File: config.mk
export PLATFORM = sky130hd
export DESIGN_NAME = terasic_clock_check_master
export DESIGN_NICKNAME = d
export VERILOG_FILES = /design/src/rtl/terasic_clock_check_pkg.sv /design/src/rtl/clock_range_check.sv /design/src/rtl/terasic_clock_check_master.sv
export SDC_FILE = /design/constraint.sdc
export NUM_CORES = 1
export LEC_CHECK = 0
export CORE_MARGIN = 2
export CORE_UTILIZATION = 57
export CTS_BUF_LIST = sky130_fd_sc_hd__clkbuf_8
export DETAILED_ROUTE_END_ITERATION = 7
export GPL_TIMING_DRIVEN = 0
export PLACE_DENSITY = 0.87
export RECOVER_POWER = 100
export SLEW_MARGIN = 15
export SYNTH_ARGS = -nofsm -noshare
export SYNTH_HDL_FRONTEND = slang
export SYNTH_SLANG_ARGS = --single-unit
File: constraint.sdc
create_clock -name s_clk_in -period 3.05 [get_ports s_clk_in]
set_input_delay 0.305 -clock s_clk_in [delete_from_list [all_inputs] [get_ports s_clk_in]]
set_output_delay 0.305 -clock s_clk_in [all_outputs]
set_load 0.02 [all_outputs]
File: src/rtl/terasic_clock_check_pkg.sv
// Shared definitions for the clock-check master: slave register map,
// sequencer state encoding and the argument sanity check.
package terasic_clock_check_pkg;

  localparam logic [1:0] REG_START = 2'd0;
  localparam logic [1:0] REG_CLK1  = 2'd1;
  localparam logic [1:0] REG_CLK2  = 2'd2;

  typedef enum logic [3:0] {
    ST_IDLE     = 4'd0,
    ST_ARGCHK   = 4'd1,
    ST_WR_START = 4'd2,
    ST_GAP      = 4'd3,
    ST_RD_STAT  = 4'd4,
    ST_CHK_STAT = 4'd5,
    ST_ABORT    = 4'd6,
    ST_SETTLE   = 4'd7,
    ST_RD_C1    = 4'd8,
    ST_CAP_C1   = 4'd9,
    ST_RD_C2    = 4'd10,
    ST_CAP_C2   = 4'd11,
    ST_EVAL     = 4'd12,
    ST_DONE     = 4'd13
  } state_e;

  // A zero window never terminates usefully, and an inverted range can never pass.
  function automatic logic args_bad(input logic [15:0] window,
                                    input logic [15:0] c1_min, input logic [15:0] c1_max,
                                    input logic [15:0] c2_min, input logic [15:0] c2_max);
    return (window == 16'd0) || (c1_min > c1_max) || (c2_min > c2_max);
  endfunction

endpackage

File: src/rtl/clock_range_check.sv
// Inclusive range comparator for one captured clock count.
module clock_range_check (
  input  logic [15:0] count_i,
  input  logic [15:0] min_i,
  input  logic [15:0] max_i,
  output logic        ok_o
);

  assign ok_o = (count_i >= min_i) && (count_i <= max_i);

endmodule

File: src/rtl/terasic_clock_check_master.sv
// Avalon-MM master that runs one clock-count measurement on the slave:
// program the window, poll status, settle, read both counts, range-check.
module terasic_clock_check_master
  import terasic_clock_check_pkg::*;
#(
  parameter int POLL_GAP      = 8,
  parameter int POLL_LIMIT    = 4096,
  parameter int SETTLE_CYCLES = 16
) (
  input  logic        s_clk_in,
  input  logic        s_reset_n_in,
  input  logic        start_in,
  input  logic [15:0] window_in,
  input  logic [15:0] clk1_min_in,
  input  logic [15:0] clk1_max_in,
  input  logic [15:0] clk2_min_in,
  input  logic [15:0] clk2_max_in,
  output logic [1:0]  m_address_out,
  output logic        m_read_out,
  output logic        m_write_out,
  output logic [31:0] m_writedata_out,
  input  logic [31:0] m_readdata_in,
  output logic        busy_out,
  output logic        done_out,
  output logic [15:0] clk1_count_out,
  output logic [15:0] clk2_count_out,
  output logic        clk1_ok_out,
  output logic        clk2_ok_out,
  output logic        timeout_out,
  output logic        arg_err_out
);

  localparam int WAIT_MAX = (POLL_GAP > SETTLE_CYCLES) ? POLL_GAP : SETTLE_CYCLES;
  localparam int WW       = $clog2(WAIT_MAX + 1);
  localparam int PW       = $clog2(POLL_LIMIT + 1);
  localparam logic [WW-1:0] GAP_LAST    = WW'(POLL_GAP - 1);
  localparam logic [WW-1:0] SETTLE_LAST = WW'(SETTLE_CYCLES - 1);
  localparam logic [PW-1:0] POLL_LAST   = PW'(POLL_LIMIT);

  state_e          state_q, state_d;
  logic [WW-1:0]   wait_q, wait_d;
  logic [PW-1:0]   poll_q, poll_d;
  logic [15:0]     window_q, window_d;
  logic [15:0]     c1_min_q, c1_min_d, c1_max_q, c1_max_d;
  logic [15:0]     c2_min_q, c2_min_d, c2_max_q, c2_max_d;
  logic [15:0]     count1_q, count1_d, count2_q, count2_d;
  logic            ok1_q, ok1_d, ok2_q, ok2_d;
  logic            timeout_q, timeout_d, arg_err_q, arg_err_d;
  logic            busy_q, busy_d, done_q, done_d;
  logic            m_read_q, m_read_d, m_write_q, m_write_d;
  logic [1:0]      m_addr_q, m_addr_d;
  logic [31:0]     m_wdata_q, m_wdata_d;
  logic            clk1_ok_s, clk2_ok_s;
  logic            unused_rdata_s;

  // Upper status/count bits carry nothing this master needs.
  assign unused_rdata_s = ^m_readdata_in[31:16];

  clock_range_check u_clk1_check (
    .count_i (count1_q),
    .min_i   (c1_min_q),
    .max_i   (c1_max_q),
    .ok_o    (clk1_ok_s)
  );

  clock_range_check u_clk2_check (
    .count_i (count2_q),
    .min_i   (c2_min_q),
    .max_i   (c2_max_q),
    .ok_o    (clk2_ok_s)
  );

  // Sequencer next state, datapath updates, and bus strobes decoded from the next state.
  always_comb begin
    state_d   = state_q;
    wait_d    = '0;
    poll_d    = poll_q;
    window_d  = window_q;
    c1_min_d  = c1_min_q;
    c1_max_d  = c1_max_q;
    c2_min_d  = c2_min_q;
    c2_max_d  = c2_max_q;
    count1_d  = count1_q;
    count2_d  = count2_q;
    ok1_d     = ok1_q;
    ok2_d     = ok2_q;
    timeout_d = timeout_q;
    arg_err_d = arg_err_q;

    case (state_q)
      ST_IDLE: begin
        if (start_in) begin
          window_d  = window_in;
          c1_min_d  = clk1_min_in;
          c1_max_d  = clk1_max_in;
          c2_min_d  = clk2_min_in;
          c2_max_d  = clk2_max_in;
          count1_d  = 16'd0;
          count2_d  = 16'd0;
          ok1_d     = 1'b0;
          ok2_d     = 1'b0;
          timeout_d = 1'b0;
          arg_err_d = 1'b0;
          poll_d    = '0;
          state_d   = ST_ARGCHK;
        end else begin
          state_d = ST_IDLE;
        end
      end
      ST_ARGCHK: begin
        if (args_bad(window_q, c1_min_q, c1_max_q, c2_min_q, c2_max_q)) begin
          arg_err_d = 1'b1;
          state_d   = ST_DONE;
        end else begin
          state_d = ST_WR_START;
        end
      end
      ST_WR_START: state_d = ST_GAP;
      ST_GAP: begin
        if (wait_q == GAP_LAST) begin
          state_d = ST_RD_STAT;
        end else begin
          wait_d = wait_q + WW'(1);
        end
      end
      ST_RD_STAT: begin
        poll_d  = poll_q + PW'(1);
        state_d = ST_CHK_STAT;
      end
      ST_CHK_STAT: begin
        if (!m_readdata_in[0]) begin
          state_d = ST_SETTLE;
        end else if (poll_q == POLL_LAST) begin
          timeout_d = 1'b1;
          state_d   = ST_ABORT;
        end else begin
          state_d = ST_GAP;
        end
      end
      ST_ABORT: state_d = ST_DONE;
      ST_SETTLE: begin
        if (wait_q == SETTLE_LAST) begin
          state_d = ST_RD_C1;
        end else begin
          wait_d = wait_q + WW'(1);
        end
      end
      ST_RD_C1: state_d = ST_CAP_C1;
      ST_CAP_C1: begin
        count1_d = m_readdata_in[15:0];
        state_d  = ST_RD_C2;
      end
      ST_RD_C2: state_d = ST_CAP_C2;
      ST_CAP_C2: begin
        count2_d = m_readdata_in[15:0];
        state_d  = ST_EVAL;
      end
      ST_EVAL: begin
        ok1_d   = clk1_ok_s;
        ok2_d   = clk2_ok_s;
        state_d = ST_DONE;
      end
      ST_DONE: state_d = ST_IDLE;
      default: state_d = ST_IDLE;
    endcase

    m_read_d  = 1'b0;
    m_write_d = 1'b0;
    m_addr_d  = REG_START;
    m_wdata_d = 32'd0;
    case (state_d)
      ST_WR_START: begin
        m_write_d = 1'b1;
        m_wdata_d = {16'h0000, window_q};
      end
      ST_ABORT:   m_write_d = 1'b1;
      ST_RD_STAT: m_read_d  = 1'b1;
      ST_RD_C1: begin
        m_read_d = 1'b1;
        m_addr_d = REG_CLK1;
      end
      ST_RD_C2: begin
        m_read_d = 1'b1;
        m_addr_d = REG_CLK2;
      end
      default: m_read_d = 1'b0;
    endcase

    busy_d = (state_d != ST_IDLE);
    done_d = (state_d == ST_DONE);
  end

  // State, datapath and registered outputs; reset abandons any bus activity.
  always_ff @(posedge s_clk_in or negedge s_reset_n_in) begin
    if (!s_reset_n_in) begin
      state_q   <= ST_IDLE;
      wait_q    <= '0;
      poll_q    <= '0;
      window_q  <= 16'd0;
      c1_min_q  <= 16'd0;
      c1_max_q  <= 16'd0;
      c2_min_q  <= 16'd0;
      c2_max_q  <= 16'd0;
      count1_q  <= 16'd0;
      count2_q  <= 16'd0;
      ok1_q     <= 1'b0;
      ok2_q     <= 1'b0;
      timeout_q <= 1'b0;
      arg_err_q <= 1'b0;
      busy_q    <= 1'b0;
      done_q    <= 1'b0;
      m_read_q  <= 1'b0;
      m_write_q <= 1'b0;
      m_addr_q  <= 2'd0;
      m_wdata_q <= 32'd0;
    end else begin
      state_q   <= state_d;
      wait_q    <= wait_d;
      poll_q    <= poll_d;
      window_q  <= window_d;
      c1_min_q  <= c1_min_d;
      c1_max_q  <= c1_max_d;
      c2_min_q  <= c2_min_d;
      c2_max_q  <= c2_max_d;
      count1_q  <= count1_d;
      count2_q  <= count2_d;
      ok1_q     <= ok1_d;
      ok2_q     <= ok2_d;
      timeout_q <= timeout_d;
      arg_err_q <= arg_err_d;
      busy_q    <= busy_d;
      done_q    <= done_d;
      m_read_q  <= m_read_d;
      m_write_q <= m_write_d;
      m_addr_q  <= m_addr_d;
      m_wdata_q <= m_wdata_d;
    end
  end

  assign m_address_out   = m_addr_q;
  assign m_read_out      = m_read_q;
  assign m_write_out     = m_write_q;
  assign m_writedata_out = m_wdata_q;
  assign busy_out        = busy_q;
  assign done_out        = done_q;
  assign clk1_count_out  = count1_q;
  assign clk2_count_out  = count2_q;
  assign clk1_ok_out     = ok1_q;
  assign clk2_ok_out     = ok2_q;
  assign timeout_out     = timeout_q;
  assign arg_err_out     = arg_err_q;

endmodule

Word-level counts from Yosys, hierarchy flattened:

Cells that the tools add are included.

* flip-flop bits (word level): 176
* bits in latches: 0
* memory bits (writable): 0
* memory bits (read-only): 0
* output and inout bits: 74
* memories: 0

* $add $sub $neg: 2
* multipliers: 0
* div/mod/pow operators: 0
* $lt $le $gt $ge: 6
* equal/unequal tests: 25
* shift-type cells: 0
* mux-type cells: 27
* bitwise gates (word level): 0
* reductions and logical operators: 23

Operators with widths (count)
* 16-bit one-hot mux with 2 select lines: 2
* 4-bit one-hot mux with 12 select lines: 1
* 4-bit == test, second input constant: 8
* 16-bit >= comparator: 2
* 16-bit greater-than comparator: 2
* 16-bit less-or-equal comparator: 2
* 16-bit two-way mux: 2
* 13-bit one-hot mux with 2 select lines: 1
* 4-bit by 3-bit == test with 1-bit output, second input constant: 6
* 16-bit zero test: 1
* 13-bit by 1-bit adder with 13-bit output, second input constant: 1
* 13-bit == test, second input constant: 1
* 13-bit two-way mux: 1
* 4-bit by 2-bit == test with 1-bit output, second input constant: 3
* 4-bit two-way mux: 3
* 2-bit nonzero test: 6
* 5-bit two-way mux: 2
* 5-bit one-hot mux with 2 select lines: 1
* 2-bit AND reduction: 5
* 2-bit != test, second input constant: 4
* 1-bit one-hot mux with 2 select lines: 4
* 1-bit two-way mux: 7
* 3-bit two-way mux: 2
* 5-bit by 1-bit adder with 5-bit output, second input constant: 1
* other kinds (12): 15

Logic depth before layout (Yosys ltp):

* depth in word-level cells: 8
* mapped depth: 10

Cells and area by module:

Synthesis repeated with hierarchy kept, for this count alone.

* cell total of the unflattened synthesis: 878
* area total of the unflattened synthesis: 9039.9 sq um

By module, submodules not included
* terasic_clock_check_master: instances 1, cells each 658, area each 7425.9 sq um, sequential area each 4003.8 sq um
* clock_range_check: instances 2, cells each 110, area each 807.0 sq um, sequential area each 0.0 sq um

Least setup slack after synthesis:

No wires, ideal clock.

* path kind: register to register
* start: reg wait_q[0]
* end: reg done_q (netlist: done_out)
* setup time: 83 ps
* data arrival time: 1983 ps
* required time: 2967 ps
* slack: 984 ps
* stages on the path, launching flop included: 11
* period minus slack after synthesis: 2066 ps
* path through: dfrtp_1 > ha_1 > nand3_1 > inv_1 > ha_1 > nand2_1 > nor3b_1 > o21ai_0 > o211a_1 > or3_1 > o21ai_0

* longest elaborated chain between the ends: 4
* elaborated cells on any way between the ends: 6
* classes of those cells: eq/ne: 3; mux: 3

Ends and longest elaborated chain
* start: declaration: line terasic_clock_check_master.sv:41 `logic [WW-1:0] wait_q, wait_d;`
* start signal: assignment: line terasic_clock_check_master.sv:218 `wait_q <= wait_d;`
* 5-bit by 4-bit == test with 1-bit output / 5-bit by 3-bit == test with 1-bit output (equally long branches): line terasic_clock_check_master.sv:142, terasic_clock_check_master.sv:120
* 4-bit two-way mux (on tied branches): line terasic_clock_check_master.sv:142, terasic_clock_check_master.sv:120
* 4-bit one-hot mux with 12 select lines (*): line terasic_clock_check_master.sv:90 `case (state_q)`
* 4-bit == test (*): line terasic_clock_check_master.sv:190 `done_d = (state_d == ST_DONE);`
* via done_d: line terasic_clock_check_master.sv:49 `logic busy_q, busy_d, done_q, done_d;`
* end signal: assignment: line terasic_clock_check_master.sv:232 `done_q <= done_d;`
* end: declaration: line terasic_clock_check_master.sv:49

The timed path passes the listed nets; every way through them passes the cells marked *.
A chain may end at the register's enable or synchronous reset.

Final worst setup path:

* start: reg c1_max_q[15]
* end: reg m_wdata_q[11] (netlist: m_writedata_out[11])

* longest elaborated chain between the ends: 7

Ends and longest elaborated chain
* start: declaration: line terasic_clock_check_master.sv:44 `logic [15:0] c1_min_q, c1_min_d, c1_max_q, c1_max_d;`
* start signal: assignment: line terasic_clock_check_master.sv:222 `c1_max_q <= c1_max_d;`
* 16-bit greater-than comparator: line terasic_clock_check_pkg.sv:30 `return (window == 16'd0) || (c1_min > c1_max) || (c2_min > c2_max);`
* 1-bit logical OR (2 in series): line terasic_clock_check_pkg.sv:30
* 4-bit two-way mux: line terasic_clock_check_master.sv:111 `if (args_bad(window_q, c1_min_q, c1_max_q, c2_min_q, c2_max_q)) begin`
* 4-bit one-hot mux with 12 select lines: line terasic_clock_check_master.sv:90
* 4-bit by 2-bit == test with 1-bit output: line terasic_clock_check_master.sv:171 `case (state_d)`
* 16-bit two-way mux: line terasic_clock_check_master.sv:171
* via m_wdata_d[11]: line terasic_clock_check_master.sv:52 `logic [31:0] m_wdata_q, m_wdata_d;`
* end signal: assignment: line terasic_clock_check_master.sv:236 `m_wdata_q <= m_wdata_d;`
* end: declaration: line terasic_clock_check_master.sv:52

The timed path passes the listed nets, and every way through them passes these cells.

==> impl_metrics.env <==
export IMPL_dpl_worst_slack_ns=0.574
export IMPL_grt_pass1_vias=7613
export IMPL_max_freq_ghz=0.377
export IMPL_hpwl_um=17200
export IMPL_outcome="finished clean"
export IMPL_io_pins=189
export IMPL_numPortBuffers=156
export IMPL_synth_area_leaders="dfrtp_1, ha_1, nand2_1, o21ai_0, inv_1"
export IMPL_crit_type="reg2reg"
export IMPL_ys_warn_count=0
export IMPL_syn_avg_cell_area_um2=9.02
export IMPL_critPathRequiredTime_ns=3.47
export IMPL_grt_max_degree=104
export IMPL_ctsResizeCount=0
export IMPL_root_buffer="clkbuf_8"
export IMPL_clock_sinks=160
export IMPL_final_layout_size_suffix_gt1_frac=0.0488
export IMPL_wire_per_inst_um=16.8
export IMPL_grt_overflow_total=0
export IMPL_clk_path_buf_depth=2
export IMPL_syn_inst=962
export IMPL_hold_viol=0
export IMPL_min_period_over_period=0.869
export IMPL_tns_ns=0
export IMPL_hold_ws_ns=0.343
export IMPL_die_area_mm2=0.0162
export IMPL_core_area_mm2=0.0150
export IMPL_synthToLayoutAreaGrowth_pct=25.9
export IMPL_vdd_drop_max_mv=0.495
export IMPL_min_period_ns=2.65
export IMPL_slew_headroom=0.0506
export IMPL_rsz0062_at_grt="false"
export IMPL_synthDistinctLibCells=52
export IMPL_synth_edff_count=0
export IMPL_worstPathMaxFanout=10
export IMPL_fin_nets=1370
export IMPL_cts_inserted_buffers=17
export IMPL_dr_pass1_iters=5
export IMPL_cpPeakStageDelay_ns=0.51
export IMPL_ant_nets=0
export IMPL_antenna_found_initial=0
export IMPL_finClkSkew_ns=0.0129
export IMPL_n_antenna_cell=0
export IMPL_powerDensity_mw_per_mm2=945
export IMPL_grtUsageTotal=0.289
export IMPL_utilization=0.727
export IMPL_viasPerCell=5.60
export IMPL_synth_ff_type="dfrtp_1"
export IMPL_wirelength_um=22800
export IMPL_maxCapViolations=0
export IMPL_clk_latency_ns=0.48
export IMPL_placementRows=45
export IMPL_drv_slew=0
export IMPL_fin_ws_ns=0.400
export IMPL_drt_initial_drc_count=458
export IMPL_start_util=0.577
export IMPL_syn_area_mm2=0.00868
export IMPL_end_kind="register"
export IMPL_die_h_um=127
export IMPL_seq_area_frac_synth=0.461
export IMPL_async_reset_ff_frac=1.00
export IMPL_fp_dieW_um=127
export IMPL_yosys_area_top_type="dfrtp_1"
export IMPL_vias=7593
export IMPL_grt_pass1_wl_um=36700
export IMPL_worst_setup_path_start_kind="register"
export IMPL_clk_pin_slew_worst_paths_ns=0.10
export IMPL_critPathSlowestCell="a211oi_2"
export IMPL_place_congestion=0.932
export IMPL_crit_chain="inv_1, ha_1, nand4_2, nor4_2, and4bb_1, a31oi_2, a211oi_2, buf_6, and2_0"
export IMPL_yosysTopAreaCellShare=0.461
export IMPL_cts_tree="built"
export IMPL_leakage_nw=5.28
export IMPL_ys_seq_elements=160
export IMPL_h_tree_depth=4
export IMPL_hp_class="in2reg"
export IMPL_drc=0
export IMPL_worstMarginPinSlew_ns=1.42
export IMPL_setup_viol=0
export IMPL_cp_arrival_ns=3.07
-- worst paths after layout --
| kind | start | to | slack (ns) | cells after the start |
|---|---|---|---|---|
| min in group asynchronous | s_reset_n_in | window_q[14] | 0.68 | 2 |
| setup / recovery | c1_max_q[15] | m_writedata_out[11] | 0.40 | 9 |
| max in group asynchronous | s_reset_n_in | c1_max_q[13] | 0.76 | 3 |
| hold / removal | window_in[13] | window_q[13] | 0.34 | 3 |
| hold reg to reg | wait_q[0] | wait_q[0] | 0.47 | 1 |
| setup reg to reg | c1_max_q[15] | m_writedata_out[11] | 0.40 | 9 |
-- synthesized netlist by cell type, types with 2 or more instances --
library cell,instances
nor4_1,10
a21oi_1,38
ha_1,101
and4_1,5
nand3_1,23
o21a_1,3
nor2_1,30
and2_1,18
dfrtp_1,160
o21ai_0,130
or3_1,4
and3_1,5
buf_2,9
a32oi_1,2
nand2_1,227
a21boi_0,4
a21o_1,2
buf_4,17
a22oi_1,2
buf_1,2
o31ai_1,4
clkbuf_1,21
a221oi_1,4
nor4b_1,2
o22ai_1,2
o211ai_1,5
nand4_1,10
nor2b_1,6
nand2b_1,7
a31oi_1,4
nor3_1,5
xor2_1,3
inv_1,75
o211a_1,2
a211oi_1,3
-- power by group --
part	switching [W]	total, W	internal (W)
Clock	0.000915	0.00160	0.000688
Combinational	0.00301	0.00509	0.00208
Sequential	0.000662	0.00363	0.00297
-- logic make-up (layout without fill, tap and decap cells) --
kind of cell / count (synthesis) / after routing / share of synthesized area
mux: 1 / 1 / 0.00115
fa+ha+maj: 101 / 101 / 0.146
compound gates: 214 / 214 / 0.141
xor+xnor: 3 / 3 / 0.00303
flops: 160 / 160 / 0.461
other cells: 1 / 16 / 0.000432
simple gates: 357 / 357 / 0.184
buf+inv: 125 / 315 / 0.0636
-- registers in the layout, summed over array words and instances, names as in the netlist --
name	flops
arg_err_out	1
busy_out	1
c1_max_q	16
c1_min_q	16
c2_max_q	16
c2_min_q	16
clk1_count_out	16
clk1_ok_out	1
clk2_count_out	16
clk2_ok_out	1
done_out	1
m_address_out	2
m_read_out	1
m_write_out	1
m_writedata_out	16
poll_q	13
state_q	4
timeout_out	1
wait_q	5
window_q	16
-- metal layers --
metal  share of wire  track usage  vias up
met1            0.42        0.378     3626
met3           0.069       0.0657       42
met2            0.49        0.473      290
met4           0.023        0.109        0
li1                -            -     3635
met5               0            0        -
-- metrics by stage --
step	instance area (um^2)	power (W)	cells
after global routing	10900	0.0112	1355
final	10900	0.0103	1355
after floorplan	8730	0.00691	977
after detailed placement	10600	0.00878	1322
after global placement	10500	0.00849	1321
after CTS	11000	0.0104	1355
-- worst max-delay path, delay by kind of cell (launching register included) --
| kind | cells | cell delay [ns] |
|---|---|---|
| flip-flops | 1 | 0.33 |
| buffers and inverters | 2 | 0.29 |
| adder cells (fa/ha/maj) | 1 | 0.33 |
| AO/OA/AOI/OAI | 2 | 0.58 |
| AND/OR/NAND/NOR | 4 | 1.05 |
-- cell type report --
cell class,instances,area [um^2]
repair buffers,158,1580
well taps,188,235
fillers,1125,4110
clock buffers,17,234
multi-input cells,692,4170
inverters,75,282
flip-flops and latches,160,4000
clock inverters,15,161
plain buffers,50,259
-- what timing repair did --
| action | CTS | global route |
|---|---|---|
| hold buffers | 1 | 0 |
| hold endpoints to repair | 57 | 0 |
| setup buffers | 0 | 0 |
-- cell usage in the layout, fill, tap and decap left out, types with 10 or more instances in the layout --
cell type        synthesis  layout
dfrtp_1                160     160
nor2_1                  30      30
dlygate4sd3_1            0      59
a21oi_1                 38      38
and2_0                   0      10
conb_1                   1      16
clkbuf_8                 0      17
nand4_1                 10      10
buf_4                   17      17
ha_1                   101     101
clkbuf_1                21      32
o21ai_0                130     130
inv_1                   75      75
nor4_1                  10      10
nand3_1                 23      23
clkdlybuf4s50_1          0      97
nand2_1                227     227
Note: power is estimated with default switching activity, not from simulation.
